$ cat src/rtl/video_timing_gen_if.sv
// Control/pixel bundle between a video timing generator and its consumer.
interface video_timing_gen_if;
  logic        en;
  logic [1:0]  pattern_sel;
  logic [23:0] solid_rgb;
  logic [11:0] h_cnt;
  logic [10:0] v_cnt;
  logic        hsync;
  logic        vsync;
  logic        de;
  logic        frame_start;
  logic [23:0] rgb;

  modport master (
    output en, pattern_sel, solid_rgb,
    input  h_cnt, v_cnt, hsync, vsync, de, frame_start, rgb
  );

  modport slave (
    input  en, pattern_sel, solid_rgb,
    output h_cnt, v_cnt, hsync, vsync, de, frame_start, rgb
  );
endinterface

$ cat src/rtl/video_timing_gen.sv
// Raster timing generator: registered counters, syncs, DE and pixel data.
// Define VTG_PATTERN_EN for bars/solid/target/ramp patterns; otherwise rgb is the solid colour.
module video_timing_gen #(
  parameter int IMG_WIDTH  = 320,
  parameter int IMG_HEIGHT = 240,
  parameter int H_FP       = 8,
  parameter int H_SYNC     = 32,
  parameter int H_BP       = 40,
  parameter int V_FP       = 3,
  parameter int V_SYNC     = 4,
  parameter int V_BP       = 6
) (
  input  logic              pclk,
  input  logic              rst,
  video_timing_gen_if.slave vif
);
  localparam int H_TOTAL = IMG_WIDTH + H_FP + H_SYNC + H_BP;
  localparam int V_TOTAL = IMG_HEIGHT + V_FP + V_SYNC + V_BP;

  localparam logic [11:0] H_LAST = 12'(H_TOTAL - 1);
  localparam logic [11:0] H_ACT  = 12'(IMG_WIDTH);
  localparam logic [11:0] HS_BEG = 12'(IMG_WIDTH + H_FP);
  localparam logic [11:0] HS_END = 12'(IMG_WIDTH + H_FP + H_SYNC);
  localparam logic [10:0] V_LAST = 11'(V_TOTAL - 1);
  localparam logic [10:0] V_ACT  = 11'(IMG_HEIGHT);
  localparam logic [10:0] VS_BEG = 11'(IMG_HEIGHT + V_FP);
  localparam logic [10:0] VS_END = 11'(IMG_HEIGHT + V_FP + V_SYNC);

  logic [11:0] hc_q, hc_d;
  logic [10:0] vc_q, vc_d;
  logic [11:0] h_cnt_q, h_cnt_d;
  logic [10:0] v_cnt_q, v_cnt_d;
  logic        hsync_q, hsync_d;
  logic        vsync_q, vsync_d;
  logic        de_q, de_d;
  logic        fs_q, fs_d;
  logic [23:0] rgb_q, rgb_d;
  logic [23:0] color_q, color_d;
  logic [23:0] cur_color;
  logic [23:0] pix_rgb;
  logic        frame_top;
  logic        capture;

  assign frame_top = (hc_q == '0) && (vc_q == '0);
  assign capture   = vif.en && frame_top;
  // The first pixel of a frame already uses the freshly captured settings.
  assign cur_color = capture ? vif.solid_rgb : color_q;
  assign color_d   = cur_color;

`ifdef VTG_PATTERN_EN
  localparam int BAR_W = IMG_WIDTH / 8;
  localparam logic [11:0] TH0 = 12'(IMG_WIDTH / 2 - 16);
  localparam logic [11:0] TH1 = 12'(IMG_WIDTH / 2 + 16);
  localparam logic [10:0] TV0 = 11'(IMG_HEIGHT / 2 - 16);
  localparam logic [10:0] TV1 = 11'(IMG_HEIGHT / 2 + 16);

  logic [1:0]  pat_q, pat_d;
  logic [7:1]  bar_ge;
  logic [2:0]  bar_idx;
  logic [23:0] bar_rgb;
  logic        in_target;

  // Bar index = number of bar boundaries passed, which saturates at 7.
  genvar gi;
  generate
    for (gi = 1; gi < 8; gi++) begin : g_bar
      assign bar_ge[gi] = hc_q >= 12'(gi * BAR_W);
    end
  endgenerate
  assign bar_idx = 3'($countones(bar_ge));

  always_comb begin
    case (bar_idx)
      3'd0:    bar_rgb = 24'hFFFFFF;
      3'd1:    bar_rgb = 24'hFFFF00;
      3'd2:    bar_rgb = 24'h00FFFF;
      3'd3:    bar_rgb = 24'h00FF00;
      3'd4:    bar_rgb = 24'hFF00FF;
      3'd5:    bar_rgb = 24'hFF0000;
      3'd6:    bar_rgb = 24'h0000FF;
      default: bar_rgb = 24'h000000;
    endcase
  end

  assign in_target = (hc_q >= TH0) && (hc_q < TH1) && (vc_q >= TV0) && (vc_q < TV1);
  assign pat_d     = capture ? vif.pattern_sel : pat_q;

  always_comb begin
    case (pat_d)
      2'd0:    pix_rgb = bar_rgb;
      2'd1:    pix_rgb = cur_color;
      2'd2:    pix_rgb = in_target ? cur_color : 24'h808080;
      default: pix_rgb = {3{hc_q[7:0]}};
    endcase
  end

  always_ff @(posedge pclk) begin
    if (rst) begin
      pat_q <= '0;
    end else begin
      pat_q <= pat_d;
    end
  end
`else
  logic unused_pattern_sel;
  assign unused_pattern_sel = ^vif.pattern_sel;
  assign pix_rgb = cur_color;
`endif

  always_comb begin
    hc_d = hc_q;
    vc_d = vc_q;
    if (vif.en) begin
      if (hc_q == H_LAST) begin
        hc_d = '0;
        vc_d = (vc_q == V_LAST) ? '0 : vc_q + 11'd1;
      end else begin
        hc_d = hc_q + 12'd1;
      end
    end
  end

  // Syncs and counters hold while disabled; DE, frame_start and pixels go quiet.
  always_comb begin
    h_cnt_d = h_cnt_q;
    v_cnt_d = v_cnt_q;
    hsync_d = hsync_q;
    vsync_d = vsync_q;
    de_d    = 1'b0;
    fs_d    = 1'b0;
    rgb_d   = '0;
    if (vif.en) begin
      h_cnt_d = hc_q;
      v_cnt_d = vc_q;
      hsync_d = (hc_q >= HS_BEG) && (hc_q < HS_END);
      vsync_d = (vc_q >= VS_BEG) && (vc_q < VS_END);
      de_d    = (hc_q < H_ACT) && (vc_q < V_ACT);
      fs_d    = frame_top;
      rgb_d   = de_d ? pix_rgb : '0;
    end
  end

  always_ff @(posedge pclk) begin
    if (rst) begin
      hc_q    <= '0;
      vc_q    <= '0;
      h_cnt_q <= '0;
      v_cnt_q <= '0;
      hsync_q <= 1'b0;
      vsync_q <= 1'b0;
      de_q    <= 1'b0;
      fs_q    <= 1'b0;
      rgb_q   <= '0;
      color_q <= 24'hFFFFFF;
    end else begin
      hc_q    <= hc_d;
      vc_q    <= vc_d;
      h_cnt_q <= h_cnt_d;
      v_cnt_q <= v_cnt_d;
      hsync_q <= hsync_d;
      vsync_q <= vsync_d;
      de_q    <= de_d;
      fs_q    <= fs_d;
      rgb_q   <= rgb_d;
      color_q <= color_d;
    end
  end

  assign vif.h_cnt       = h_cnt_q;
  assign vif.v_cnt       = v_cnt_q;
  assign vif.hsync       = hsync_q;
  assign vif.vsync       = vsync_q;
  assign vif.de          = de_q;
  assign vif.frame_start = fs_q;
  assign vif.rgb         = rgb_q;
endmodule

$ cat src/flat_wrapper.sv
// flat-port wrapper written by rule: the top's interface ports become plain ports
module video_timing_gen_flat 
#(
  parameter int IMG_WIDTH  = 320,
  parameter int IMG_HEIGHT = 240,
  parameter int H_FP       = 8,
  parameter int H_SYNC     = 32,
  parameter int H_BP       = 40,
  parameter int V_FP       = 3,
  parameter int V_SYNC     = 4,
  parameter int V_BP       = 6
)
  (pclk, rst, vif_en, vif_pattern_sel, vif_solid_rgb, vif_h_cnt, vif_v_cnt, vif_hsync, vif_vsync, vif_de, vif_frame_start, vif_rgb);
  video_timing_gen_if vif_i ();
  input  logic pclk;
  input  logic rst;
  input wire logic [$bits(vif_i.en)-1:0] vif_en;
  input wire logic [$bits(vif_i.pattern_sel)-1:0] vif_pattern_sel;
  input wire logic [$bits(vif_i.solid_rgb)-1:0] vif_solid_rgb;
  output wire logic [$bits(vif_i.h_cnt)-1:0] vif_h_cnt;
  output wire logic [$bits(vif_i.v_cnt)-1:0] vif_v_cnt;
  output wire logic [$bits(vif_i.hsync)-1:0] vif_hsync;
  output wire logic [$bits(vif_i.vsync)-1:0] vif_vsync;
  output wire logic [$bits(vif_i.de)-1:0] vif_de;
  output wire logic [$bits(vif_i.frame_start)-1:0] vif_frame_start;
  output wire logic [$bits(vif_i.rgb)-1:0] vif_rgb;
  assign vif_i.en = vif_en;
  assign vif_i.pattern_sel = vif_pattern_sel;
  assign vif_i.solid_rgb = vif_solid_rgb;
  assign vif_h_cnt = vif_i.h_cnt;
  assign vif_v_cnt = vif_i.v_cnt;
  assign vif_hsync = vif_i.hsync;
  assign vif_vsync = vif_i.vsync;
  assign vif_de = vif_i.de;
  assign vif_frame_start = vif_i.frame_start;
  assign vif_rgb = vif_i.rgb;
  video_timing_gen #(.IMG_WIDTH(IMG_WIDTH), .IMG_HEIGHT(IMG_HEIGHT), .H_FP(H_FP), .H_SYNC(H_SYNC), .H_BP(H_BP), .V_FP(V_FP), .V_SYNC(V_SYNC), .V_BP(V_BP)) u_core (.pclk(pclk), .rst(rst), .vif(vif_i));
endmodule
$ cat config.mk
export PLATFORM = sky130hd
export DESIGN_NAME = video_timing_gen_flat
export DESIGN_NICKNAME = d
export VERILOG_FILES = /design/src/rtl/video_timing_gen_if.sv /design/src/rtl/video_timing_gen.sv /design/src/flat_wrapper.sv
export SDC_FILE = /design/constraint.sdc
export NUM_CORES = 1
export LEC_CHECK = 0
export BUFFER_PORTS_ARGS = -buffer_cell sky130_fd_sc_hd__buf_2
export CORE_UTILIZATION = 30
export CTS_CLUSTER_DIAMETER = 200
export DETAILED_ROUTE_END_ITERATION = 16
export HOLD_SLACK_MARGIN = 0.03
export PLACE_DENSITY_LB_ADDON = 0.25
export SYNTH_ARGS = -nofsm -noshare
export SYNTH_HDL_FRONTEND = slang
export SYNTH_SLANG_ARGS = --single-unit
$ cat constraint.sdc
create_clock -name pclk -period 4.4 [get_ports pclk]
set_input_delay 0.88 -clock pclk [delete_from_list [all_inputs] [get_ports pclk]]
set_output_delay 0.88 -clock pclk [all_outputs]
set_load 0.05 [all_outputs]
==> metrics.cfg <==
[run_status]
status=finished, final reports clean

[critical_path]
critPathRequiredTime_ps=4650
reg2reg_slack_ps=2080
arrival_ps=2820
rr_endpoint=u_core.vif.rgb[4]
path_cells=buf_2 -> inv_1 -> nand2_1 -> o21ai_0
worst_setup_path_start_kind=input port
crit_slowest_cell=inv_1
critPathLaunch=rst
r2r_cells=4
crit_end=u_core.vc_q[0]
regToRegStartpoint=u_core.vc_q[8]
critPathMaxFanout=38
critPathKind=input port to flip-flop
end_kind=flip-flop
critical_path.max_stage_delay_ps=870

[hold_path]
min_from=u_core.vif.v_cnt[3]
hold_path.class=flip-flop to flip-flop

[grt]
grt_pass1_vias=2986
gr-usage-all-layers_pct=14.3
grt_antenna_before_repair=0
grt_max_degree=39
grt_pass1_wl_um=14700
grt_overflow=0

[placed_design]
placedCellCount=630
gp_congestion=0.840
dp_hpwl_um=5880
port_buffers=77

[synthesis]
yosys_warnings=0
syn_inst=417
synth_area_um2=3770
ys_ff_latch=98
synth_nets=450
yosysSeqAreaShare_pct=52.0
synthDistinctLibCells=40
synth.avg_cell_area_um2=9.05

[routing]
firstDrtPassIters=4
wl_per_cell_um=13.7
wl_met3_um=387
drc_errors=0
drtIter0Drc=113
ant_nets=0
met2_length_um=4040
wl_met1_um=4290
drt-total-wl_um=8860
vias_per_cell=4.84
vias=3127
top_layer_used=met4

[layout]
mostFrequentLayoutCell=dfxtp_1
fin_nets=506
layout.cells.non_filler=646
drive_above_1_share_pct=20.5
n_antenna_cell=0
mostFrequentLayoutCells=dfxtp_1, buf_2, nand3_1
syn_to_final_growth_pct=20.0

[clock_network]
clk_pin_slew_ps=60
cts_resized=0
clock-sinks=98
cts_tree=yes
cts_made_buffers=9
clk_latency_ps=340
htreeDepth=3
ctsHoldBuffers=0
cts_root_buffer=clkbuf_16
post-cts-setup-buffer-count=0
clockBufferDepth=2

[floorplan]
coreArea_um2=12200
rows=40
num_io_pins=80
initial_core_util_pct=31.0
fp.dieH_um=114
die_w_um=114
die_area_um2=13000

[timing]
fmax_mhz=389
period_share_pct=58.4
fin_tns_setup_ps=0
fin_crit_ps=2570
finalClockSkew_ps=10.8
hold_viol_final=0
worstMarginPinSlew_ps=1050
maxSlewViolCount=0
rsz0062_at_grt=no
slew_headroom_pct=29.7
setup_viol=0

[power_and_ir_drop]
powerDensity_nw_per_um2=419
p_leak_nw=1.92
vdd_drop_max_v=0.000159

[run]
cap_violations=0

[cell usage after synthesis]
library cell / number / area [um^2]
a21oi_1: 30 / 150
and2b_1: 1 / 7.51
a211oi_1: 1 / 7.51
buf_6: 1 / 11.3
nand3_1: 59 / 295
and3b_1: 1 / 8.76
a2bb2oi_1: 1 / 8.76
o32ai_1: 3 / 26.3
or4_4: 1 / 11.3
a31oi_1: 1 / 6.26
inv_1: 13 / 48.8
o21ai_0: 27 / 135
nor4_1: 5 / 31.3
buf_1: 3 / 11.3
o2bb2ai_1: 2 / 17.5
and2_1: 1 / 6.26
clkbuf_2: 1 / 5.00
nor2b_1: 1 / 6.26
a22o_1: 6 / 52.6
nand2_1: 12 / 45.0
xnor2_1: 5 / 43.8
nor3_1: 6 / 30.0
or3_1: 4 / 25.0
or2_2: 2 / 12.5
buf_2: 2 / 10.0
and3_1: 4 / 25.0
or3_4: 1 / 11.3
nand2b_1: 1 / 6.26
xor2_1: 5 / 43.8
and4_1: 4 / 35.0
nand4_1: 11 / 68.8
clkbuf_1: 27 / 101
dfxtp_1: 98 / 1960
mux2i_1: 25 / 250
a22oi_1: 3 / 22.5
nand3b_1: 1 / 7.51
ha_1: 4 / 50.1
nor4b_1: 1 / 8.76
or4_1: 2 / 15.0
nor2_1: 41 / 154
[routing by layer]
layer  vias to the layer above  global-route usage (%)
met5                         -                       0
met4                         0                    6.23
met3                        10                    3.44
met2                        51                    22.2
met1                      1482                    18.9
li1                       1584                       -
[sequential cells by signal, summed over array words and instances, names as in the netlist, 11 cells and up]
name,count
u_core.vif.rgb,24
u_core.hc_q,12
u_core.vc_q,11
u_core.vif.h_cnt,12
u_core.vif.v_cnt,11
u_core.color_q,24
[critical path: cells and delay by family]
| kind | cells | cell delay [ps] |
|---|---|---|
| buf+inv | 2 | 1200 |
| simple gates | 1 | 470 |
| compound gates | 1 | 260 |
[metrics by stage]
stage | util, % | total power [mW] | cell area [um^2] | setup slack [ps] | hold WS, ps
CTS | 37.2 | 1.93 | 4530 | 1790 | 493
finish | 37.2 | 1.90 | 4530 | 1830 | 488
global placement | 34.9 | 1.17 | 4250 | 1460 | 476
global route | 37.2 | 2.00 | 4530 | 1600 | 511
detailed placement | 34.9 | 1.18 | 4250 | 1440 | 476
floorplan | - | 1.12 | 3770 | 2240 | 471
[report_power, final]
part / leakage [nW] / internal [mW] / total (mW) / switching (mW)
registers: 0.801 / 0.930 / 0.941 / 0.0110
logic: 0.986 / 0.0559 / 0.214 / 0.158
clock network: 0.136 / 0.402 / 0.743 / 0.341
total: 1.92 / 1.39 / 1.90 / 0.510
[area by class of cell]
type | count | area, um^2
fill | 1265 | 7630
clock inverter | 5 | 38.8
tap | 168 | 210
multi-input combinational | 272 | 1630
sequential | 98 | 1960
timing repair buffer | 79 | 400
clock buffer | 11 | 243
inverter | 13 | 48.8
[worst min path at each step]
| stage | end | slack, ps | cells after the start |
|---|---|---|---|
| floorplan | u_core.vif.rgb[0] | 470 | 2 |
| global placement | u_core.vif.v_cnt[3] | 480 | 2 |
| detailed placement | u_core.vif.h_cnt[6] | 480 | 2 |
| CTS | u_core.vif.h_cnt[6] | 490 | 2 |
| global route | u_core.vif.v_cnt[4] | 510 | 2 |
| finish | u_core.vif.v_cnt[3] | 490 | 2 |
[cells by family after synthesis]
family	share of synthesized area (%)
multiplexers	6.63
XOR/XNOR	2.32
AND/OR/NAND/NOR	21.5
flip-flops	52.0
buffers and inverters	4.97
adder cells (fa/ha/maj)	1.33
AO/OA/AOI/OAI	11.3
Power figures use the tool's default switching activity.
